===== src/rtl/frame_stream_ctrl.sv =====
// ============================================================================
// Module   : frame_stream_ctrl
// Brief    : Frame gate and two-word trailer inserter for the 64-bit pixel stream.
// Revision : 1.0
// ============================================================================
`default_nettype none

module frame_stream_ctrl #(
    parameter int          DATA_WD       = 64,
    parameter int          FRAME_CNT_WD  = 16,
    parameter int          WORD_CNT_WD   = 32,
    parameter logic [15:0] TRAILER_MAGIC = 16'h5AA5
) (
    input  logic                    clk_pix_2x,
    input  logic                    reset_pix_2x,
    input  logic                    i_fval,
    input  logic                    i_data_valid,
    input  logic [DATA_WD-1:0]      iv_data,
    input  logic                    i_acquisition_start,
    input  logic                    i_stream_enable,
    input  logic                    i_encrypt_state,
    input  logic [31:0]             iv_exp_words,
    output logic                    o_fval,
    output logic                    o_data_valid,
    output logic [DATA_WD-1:0]      ov_data,
    output logic                    o_trailer,
    output logic [FRAME_CNT_WD-1:0] ov_frame_id,
    output logic                    o_frame_drop
);

    typedef enum logic [2:0] {
        S_IDLE     = 3'd0,
        S_ACTIVE   = 3'd1,
        S_TRAILER0 = 3'd2,
        S_TRAILER1 = 3'd3,
        S_SKIP     = 3'd4
    } state_t;

    state_t                  state_q;
    logic                    fval_d_q;
    logic [FRAME_CNT_WD-1:0] frame_id_q;
    logic [WORD_CNT_WD-1:0]  word_cnt_q;
    logic [WORD_CNT_WD-1:0]  word_cnt_d;
    logic [31:0]             exp_words_q;
    logic                    sat_flag_q;
    logic                    o_fval_q;
    logic                    o_data_valid_q;
    logic [DATA_WD-1:0]      ov_data_q;
    logic                    o_trailer_q;
    logic                    o_frame_drop_q;

    logic                    w_rise;
    logic                    w_en;
    logic                    w_cnt_max;
    logic                    w_mismatch;
    logic [63:0]             w_trailer0;
    logic [63:0]             w_trailer1;

    assign w_rise     = i_fval & ~fval_d_q;
    assign w_en       = i_acquisition_start & i_stream_enable & i_encrypt_state;
    assign w_cnt_max  = &word_cnt_q;
    assign word_cnt_d = word_cnt_q + 1'b1;
    assign w_mismatch = (32'(word_cnt_q) != exp_words_q);
    assign w_trailer0 = {TRAILER_MAGIC, 16'(frame_id_q), 32'(word_cnt_q)};
    assign w_trailer1 = {TRAILER_MAGIC, 46'b0, sat_flag_q, w_mismatch};

    always_ff @(posedge clk_pix_2x) begin
        if (reset_pix_2x) begin
            state_q        <= S_IDLE;
            fval_d_q       <= 1'b0;
            frame_id_q     <= '0;
            word_cnt_q     <= '0;
            exp_words_q    <= '0;
            sat_flag_q     <= 1'b0;
            o_fval_q       <= 1'b0;
            o_data_valid_q <= 1'b0;
            ov_data_q      <= '0;
            o_trailer_q    <= 1'b0;
            o_frame_drop_q <= 1'b0;
        end else begin
            fval_d_q       <= i_fval;
            o_trailer_q    <= 1'b0;
            o_frame_drop_q <= 1'b0;
            case (state_q)
                S_IDLE: begin
                    o_fval_q       <= 1'b0;
                    o_data_valid_q <= 1'b0;
                    if (w_rise && w_en) begin
                        // The start cycle already carries payload, so it is handled as ACTIVE.
                        state_q        <= S_ACTIVE;
                        o_fval_q       <= 1'b1;
                        o_data_valid_q <= i_data_valid;
                        if (i_data_valid) begin
                            ov_data_q <= iv_data;
                        end
                        word_cnt_q     <= WORD_CNT_WD'(i_data_valid);
                        sat_flag_q     <= 1'b0;
                        exp_words_q    <= iv_exp_words;
                    end else if (w_rise) begin
                        state_q        <= S_SKIP;
                        o_frame_drop_q <= 1'b1;
                    end
                end
                S_ACTIVE: begin
                    o_fval_q <= 1'b1;
                    if (i_fval) begin
                        o_data_valid_q <= i_data_valid;
                        if (i_data_valid) begin
                            ov_data_q <= iv_data;
                            // A word arriving with the counter pinned is uncounted; flag it.
                            if (w_cnt_max) begin
                                sat_flag_q <= 1'b1;
                            end else begin
                                word_cnt_q <= word_cnt_d;
                            end
                        end
                    end else begin
                        state_q        <= S_TRAILER0;
                        o_data_valid_q <= 1'b0;
                    end
                end
                S_TRAILER0: begin
                    state_q        <= S_TRAILER1;
                    o_fval_q       <= 1'b1;
                    o_data_valid_q <= 1'b1;
                    o_trailer_q    <= 1'b1;
                    ov_data_q      <= DATA_WD'(w_trailer0);
                end
                S_TRAILER1: begin
                    o_fval_q       <= 1'b1;
                    o_data_valid_q <= 1'b1;
                    o_trailer_q    <= 1'b1;
                    ov_data_q      <= DATA_WD'(w_trailer1);
                    frame_id_q     <= frame_id_q + 1'b1;
                    // A frame that began under the trailer has lost its start; reject it whole.
                    if (i_fval) begin
                        state_q        <= S_SKIP;
                        o_frame_drop_q <= 1'b1;
                    end else begin
                        state_q <= S_IDLE;
                    end
                end
                S_SKIP: begin
                    o_fval_q       <= 1'b0;
                    o_data_valid_q <= 1'b0;
                    if (!i_fval) begin
                        state_q <= S_IDLE;
                    end
                end
                default: begin
                    state_q        <= S_IDLE;
                    o_fval_q       <= 1'b0;
                    o_data_valid_q <= 1'b0;
                end
            endcase
        end
    end

    assign o_fval       = o_fval_q;
    assign o_data_valid = o_data_valid_q;
    assign ov_data      = ov_data_q;
    assign o_trailer    = o_trailer_q;
    assign ov_frame_id  = frame_id_q;
    assign o_frame_drop = o_frame_drop_q;

endmodule

`default_nettype wire


===== config.mk =====
export PLATFORM = sky130hd
export DESIGN_NAME = frame_stream_ctrl
export DESIGN_NICKNAME = d
export VERILOG_FILES = /design/src/rtl/frame_stream_ctrl.sv
export SDC_FILE = /design/constraint.sdc
export NUM_CORES = 1
export LEC_CHECK = 0
export CORE_MARGIN = 3
export CORE_UTILIZATION = 35
export DETAILED_ROUTE_END_ITERATION = 8
export SLEW_MARGIN = 20
export SYNTH_ARGS = -nofsm -noshare
export SYNTH_HDL_FRONTEND = slang
export SYNTH_SLANG_ARGS = --single-unit

===== constraint.sdc =====
create_clock -name clk_pix_2x -period 2.4 [get_ports clk_pix_2x]
set_input_delay 0.36 -clock clk_pix_2x [delete_from_list [all_inputs] [get_ports clk_pix_2x]]
set_output_delay 0.36 -clock clk_pix_2x [all_outputs]
set_load 0.01 [all_outputs]

# Word level (Yosys, flattened, before mapping)

Cells that the tools add are included.

Bits in registers: 153
Input port bits: 103
Output and inout bits: 84
Word-level logic and storage cells: 72

Add/sub/neg operators: 2
Equal/unequal tests: 13
Multiplexer cells: 30
Bitwise operators: 4
Reductions and logical operators: 12

Operators with widths:

| cell                                                 | count |
|---|---|
| one-hot mux 64 bit (4 select lines)                  | 1 |
| two-way mux 64 bit                                   | 3 |
| two-way mux 32 bit                                   | 4 |
| one-hot mux 32 bit (2 select lines)                  | 1 |
| adder 32 x 1 -> 32 bit (second input constant)       | 1 |
| != test 32 bit                                       | 1 |
| AND reduction 32 bit                                 | 1 |
| adder 16 x 1 -> 16 bit (second input constant)       | 1 |
| two-way mux 3 bit                                    | 5 |
| one-hot mux 3 bit (5 select lines)                   | 1 |
| != test 2 bit (second input constant)                | 7 |
| two-way mux 1 bit                                    | 11 |
| AND reduction 5 bit                                  | 2 |
| equality test 3 x 2 -> 1 bit (second input constant) | 2 |
| one-hot mux 1 bit (2 select lines)                   | 3 |
| AND reduction 3 bit                                  | 2 |
| nonzero test 4 bit                                   | 1 |
| bitwise AND 1 bit                                    | 3 |
| equality test 3 x 1 -> 1 bit (second input constant) | 1 |
| equality test 3 bit (second input constant)          | 1 |
| zero test 3 bit                                      | 1 |
| != test 3 bit (second input constant)                | 1 |
| one-hot mux 1 bit (3 select lines)                   | 1 |
| OR reduction 3 bit                                   | 1 |
| 5 further kinds                                      | 5 |

# Longest topological paths before layout

Word-level depth: 5
Gate-level depth with buffers: 9
Depth with buffers taken out: 6

# Least setup slack after synthesis

Ideal clock, no wire load.

Path type: reg2reg
Start point: register state_q[0]
End point: register word_cnt_q[13]
Library setup time: 121 ps
Data arrival time: 2027 ps
Required time: 2279 ps
Slack: 252 ps
Stages on the path, launching flop included: 7
Buffers on the path: 1
Clock period less this slack: 2148 ps
Cell sequence: dfxtp_1 nor3_1 a2111oi_4 nand3_1 clkbuf_1 nor4_1 mux2_2

Cells in the longest elaborated chain, start to end: 3
Elaborated cells between the ends (all ways): 9
Those cells by class: eq/ne (5); mux (1); reduce/logical (3)

Ends and longest elaborated chain:

| element                                                                | RTL line | source |
|---|---|---|
| from (decl)                                                            | 39       | `state_t state_q;` |
| from (signal assigned)                                                 | 69       | `state_q <= S_IDLE;` |
| from (signal assigned)                                                 | 90       | `state_q <= S_ACTIVE;` |
| from (signal assigned)                                                 | 100      | `state_q <= S_SKIP;` |
| equality test 3 x 1 -> 1 bit / zero test 3 bit (equally long branches) | 84       | `case (state_q)` |
| != test 2 bit (no line) / nonzero test 2 bit (equally long branches)   | n/a      |  |
| AND reduction 5 bit (no line)                                          | n/a      |  |
| to (signal assigned)                                                   | 96       | `word_cnt_q <= WORD_CNT_WD'(i_data_valid);` |
| to (signal assigned)                                                   | 114      | `word_cnt_q <= word_cnt_d;` |
| to (decl)                                                              | 42       | `logic [WORD_CNT_WD-1:0] word_cnt_q;` |

Several ways; a longest one is shown, not always the timed one.
A chain may end at the register's enable or synchronous reset.

# Final worst setup path

Start point: register state_q[0]
End point: register word_cnt_q[26]

Same word-level chain as after synthesis.

==> results.yml <==
layout:
  fin_nets: 1160
  area.growth.synth_to_final_pct: 43.69
  design_area_sq_mm: 0.009962
  fill_cells: 1818
  utilization_pct: 52.21
  drive_gt1_share_pct: 9.644
  fin_cells: 1328
  antennaDiodeCount: 0
cts:
  cts_setup_buffers: 0
  cts.clk_slew.worst_paths_ns: 0.07
  cts_tree: "yes"
  cts_hold_buf: 0
  clock-sinks: 153
  clockBufferDepth: 2
  h-tree-depth: 4
  cts_root_buf: "clkbuf_16"
  cts_buffers: 17
  ctsResizeCount: 0
  clock_latency_ns: 0.43
timing:
  rsz0062_at_grt: "no"
  drv_slew: 0
  hold_violations: 0
  tightestPinTransition_ns: 0.6301
  post-route-min-period_ns: 2.291
  finalClockSkew_ns: 0.01125
  fmax_ghz: 0.4365
  relSlewSlack_pct: 57.99
  fin_crit_sh_pct: 95.45
  setup_viol_count_final: 0
synth:
  synth_cells: 860
  synth_seq_cells: 153
  yosysTopAreaCellShare_pct: 44.18
  synth_fp_nets: 965
  synth_common_cells: "dfxtp_1 (153), a21oi_1 (119), nand2_1 (103)"
  yosys_most_used_dff: "dfxtp_1"
  synth_edf_count: 0
  synth-async-reset-ratio_pct: 0
  synth_warnings: 0
  synth_cell_types: 42
  synth.area.top_cells: "dfxtp_1 (44%), a21oi_1 (8.6%), nand2_1 (5.6%)"
  yosysSeqAreaShare_pct: 44.18
  yosysMostFrequentCell: "dfxtp_1"
  synth_area_sq_mm: 0.006933
  avgSynthCellArea_sq_um: 8.062
  yosysTopAreaCell: "dfxtp_1"
placed_design:
  portBuffers: 186
  place_area_sq_mm: 0.009395
  dpl.hpwl_mm: 15.92
  dp_cells: 1296
  place_congestion: 0.8333
critical_path:
  max_stage_delay_ns: 0.51
  cp-end-kind: "flop"
  crit_chain: "nor3_1 > a2111oi_4 > buf_4 > a31o_2 > buf_4 > or4_1 > nand2_1"
  critical-path-top-delay-family: "simple AND/OR/NAND/NOR gates"
  required_ns: 2.77
  crit_type: "reg -> reg"
  crit_buf_inv: 2
  cpMostUsedCell: "buf_4"
  worstPathMaxFanout: 7
  start_kind: "flop"
  cp.arrival_ns: 2.66
  crit_path_top_delay_cell: "or4_1"
grt:
  grt_pass1_wl_mm: 35.18
  antenna_found_initial: 0
  grt_max_degree: 63
  grt_pass1_vias: 6232
  grt_util_all_layers_pct: 20.17
  grt_overflow_total: 0
drt:
  via_per_inst: 5.099
  wl_mm: 21.84
  drt_pass1_iterations: 5
  vias: 6772
  drt_iter0_drc: 511
  antenna_left: 0
  drc: 0
  wire_per_inst_microns: 16.45
run_status:
  run_status: "completed"
hold_path:
  min_path_type: "in -> reg"
floorplanning:
  die_h_microns: 146.7
  num_io_pins: 187
  fp-row-count: 50
  dieArea_sq_mm: 0.02153
  die_w_microns: 146.7
  start_util_pct: 36.33
  coreArea_sq_mm: 0.01908
job:
  drv_cap: 0
power_and_ir_drop:
  seq_power_share_pct: 44.7
  intPower_mw: 4.422
  vdd_ir_drop_max_mv: 0.4611
  pwr-share-comb_pct: 11.0
  swShare_pct: 25.19
  power_density_mw_per_mm2: 593.3
  power_switching_mw: 1.489
  power_frac_clock_pct: 44.3
  total_power_mw: 5.911
  p_leak_nw: 3.644
[registers in the layout, indices dropped and copies added, names as in the netlist]
signal and count:
exp_words_q 32, fval_d_q 1, o_data_valid 1, o_frame_drop 1
o_fval 1, o_trailer 1, ov_data 64, ov_frame_id 16
sat_flag_q 1, state_q 3, word_cnt_q 32
[metal layers]
layer	GRT usage, %	vias to the layer above	wire, microns
met1	31.01	3099	11010
li1	-	3476	-
met5	0	-	0
met4	5.315	0	233
met3	3.825	13	1311
met2	28.74	184	9284
[final timing paths]
path | endpoint | startpoint | slack, ns | cells after the start
max | word_cnt_q[26] | state_q[0] | 0.11 | 7
min | exp_words_q[9] | reset_pix_2x | 0.25 | 2
max reg2reg | word_cnt_q[26] | state_q[0] | 0.11 | 7
min reg2reg | sat_flag_q | sat_flag_q | 0.44 | 2
[layout by cell type (no fill, tap or decap), types with 3 or more instances in the layout]
cell	synthesis	routed
xor2_1	37	37
clkinv_2	0	3
inv_6	0	5
dfxtp_1	153	153
clkbuf_16	0	17
nor2b_1	4	3
a211oi_1	46	46
nand3_1	26	26
clkdlybuf4s50_1	0	185
a21oi_1	119	119
o21ai_0	18	18
a31o_2	3	3
nand2_1	103	103
inv_1	12	12
xnor2_1	8	8
and2_1	4	4
o211ai_1	5	5
nor3_1	27	26
or4_1	24	24
o31ai_1	23	23
buf_12	0	7
nor4_1	13	13
mux2i_1	3	3
buf_4	1	55
clkinv_4	0	3
nand4_1	14	14
and3_1	43	43
nor2_1	73	73
or3_1	9	9
[per-stage QoR]
step	setup TNS [ns]	hold WS, ns	setup WS [ns]
2_1_floorplan	0	0.4252	0.2518
3_3_place_gp	-1.101	0.4307	-0.1145
3_5_place_dp	-2.152	0.4350	-0.1814
4_1_cts	0	0.2388	0.1145
5_1_grt	0	0.2523	0.01585
6_report	0	0.2534	0.1093
[kinds of logic (layout without fill, tap and decap cells)]
logic type / count (synthesis) / after routing / share of synthesized area [%]
mux: 4 / 4 / 0.5956
compound gates: 224 / 224 / 19.71
fa+ha+maj: 2 / 2 / 0.3609
simple gates: 349 / 349 / 24.81
xor+xnor: 45 / 45 / 5.685
buf+inv: 83 / 291 / 4.656
flops: 153 / 153 / 44.18
[cell type report]
| type | instances | area, sq um | share of cell area, % |
|---|---|---|---|
| multi-input cells | 624 | 3557 | 35.71 |
| clock buffers | 17 | 425.4 | 4.270 |
| inverters | 12 | 45.04 | 0.4521 |
| well taps | 260 | 325.3 | 3.266 |
| repair buffers | 247 | 2405 | 24.14 |
| flip-flops and latches | 153 | 3063 | 30.75 |
| clock inverters | 15 | 141.4 | 1.419 |
[power by group through the flow]
stage	clock (mW)	combinational (mW)	sequential, mW
6_report	2.62	0.651	2.64
5_1_grt	2.78	0.711	2.65
4_1_cts	2.68	0.655	2.64
3_5_place_dp	0	0.653	2.70
3_3_place_gp	0	0.650	2.70
2_1_floorplan	0	0.234	2.72
(Power assumes the default switching activity.)
==> variant (config.mk and constraints unchanged) <==
Make the reset (`reset_pix_2x`) asynchronous in one clocked block.
--- a/src/rtl/frame_stream_ctrl.sv
+++ b/src/rtl/frame_stream_ctrl.sv
@@ -64,7 +64,7 @@
     assign w_trailer0 = {TRAILER_MAGIC, 16'(frame_id_q), 32'(word_cnt_q)};
     assign w_trailer1 = {TRAILER_MAGIC, 46'b0, sat_flag_q, w_mismatch};
 
-    always_ff @(posedge clk_pix_2x) begin
+    always_ff @(posedge clk_pix_2x or posedge reset_pix_2x) begin
         if (reset_pix_2x) begin
             state_q        <= S_IDLE;
             fval_d_q       <= 1'b0;
Check against the original RTL: differs if reset_pix_2x is asserted again (counterexample within 4 cycles, from zero or initial values and one cycle with reset_pix_2x high); with reset_pix_2x held inactive, the same outputs for 4 cycles.
==> variant against the unedited design <==
- fmax fell by 1.5%
- wire length is 5.7% higher
- sequential share of layout area is 5.0 points higher
- setup slack got worse by 35 ps
- sequential cell count unchanged
- global-route usage fell by 0.38 points
- design area grew 7.5%
- critical path depth rose by 1
- count of clock-buffer cells in the layout up 1
- cell count increased by 1.4%
- synthesized area increased by 7.7%
- critical path type is now input pin to flip-flop
- critical endpoint is now word_cnt_q[17]
Power is not compared: it rests on default switching activity, and its combinational part moved more than twofold at a synthesized area within 25%.
==> variant: results <==
run_status:
  status: "finished, final reports clean"
placed_design:
  placed_cells: 1312
  dp_hpwl_um: 16800
  gp_congestion: 0.865
drt:
  initialDrtViolationCount: 490
  wl_per_cell_um: 17.2
  vias: 6961
global_route:
  grt_usage_pct: 19.8
  grt_antenna_before_repair: 2
finish:
  fillCellCount: 1936
  clkCellAreaFrac_pct: 5.47
  multiInputCombCellCount: 623
  regArea_um2: 3830
  inv_count: 13
  buffers: 255
yosys:
  yosys-top-cells-count: "nand2_1 (204), dfrtp_1 (153), a21oi_1 (79)"
  syn_nets: 954
  syn_inst: 849
  ys_top_cells_by_area: "dfrtp_1 (51%), nand2_1 (10%), a21oi_1 (5.3%)"
  synth-async-reset-ratio_pct: 100
  synth-seq-area-share_pct: 51.3
worst_setup_path:
  r2r_setup_slack_ps: 90
  cp-startpoint: "i_fval"
  slowest_stage: "or4_4"
  cp_slowest_stage_delay_ps: 490
  arrival_ps: 2680
  crit_fanout: 4
clocking:
  cts_setup_buffers: 1
  cts_resized: 4
timing:
  tightest_slew_ps: 727
worst_hold_path:
  hp-class: "input pin to async pin"
==> variant: cell types whose count changed after synthesis, sizes merged, moves of 6 or more <==
| cell | delta |
|---|---|
| nand3 | +8 |
| nor3 | -14 |
| o21ai | +48 |
| and3 | +6 |
| nor2 | -56 |
| nand2 | +101 |
| a211oi | -46 |
| a21oi | -40 |
| dfrtp | +153 |
| dfxtp | -153 |
| buf | -7 |
==> variant: per-stage QoR <==
stage | area (um2) | hold WS, ps | setup slack (ps) | utilization, %
after floorplan | 7470 | 391 | 97.4 | -
after global placement | 10100 | 449 | -431 | 48.8
after detailed placement | 10100 | 459 | -488 | 48.8
after CTS | 10700 | 442 | 25.1 | 51.8
after global routing | 10700 | 456 | -11.1 | 51.9
final | 10700 | 408 | 74.5 | 51.9
==> variant: layer usage <==
layer  up-vias  wire (um)  GRT usage, %
met4         2        350          5.18
met5         -         13             0
li1       3380          -             -
met2       264      10400          30.8
met3        27       1540          4.72
met1      3288      10800          27.9
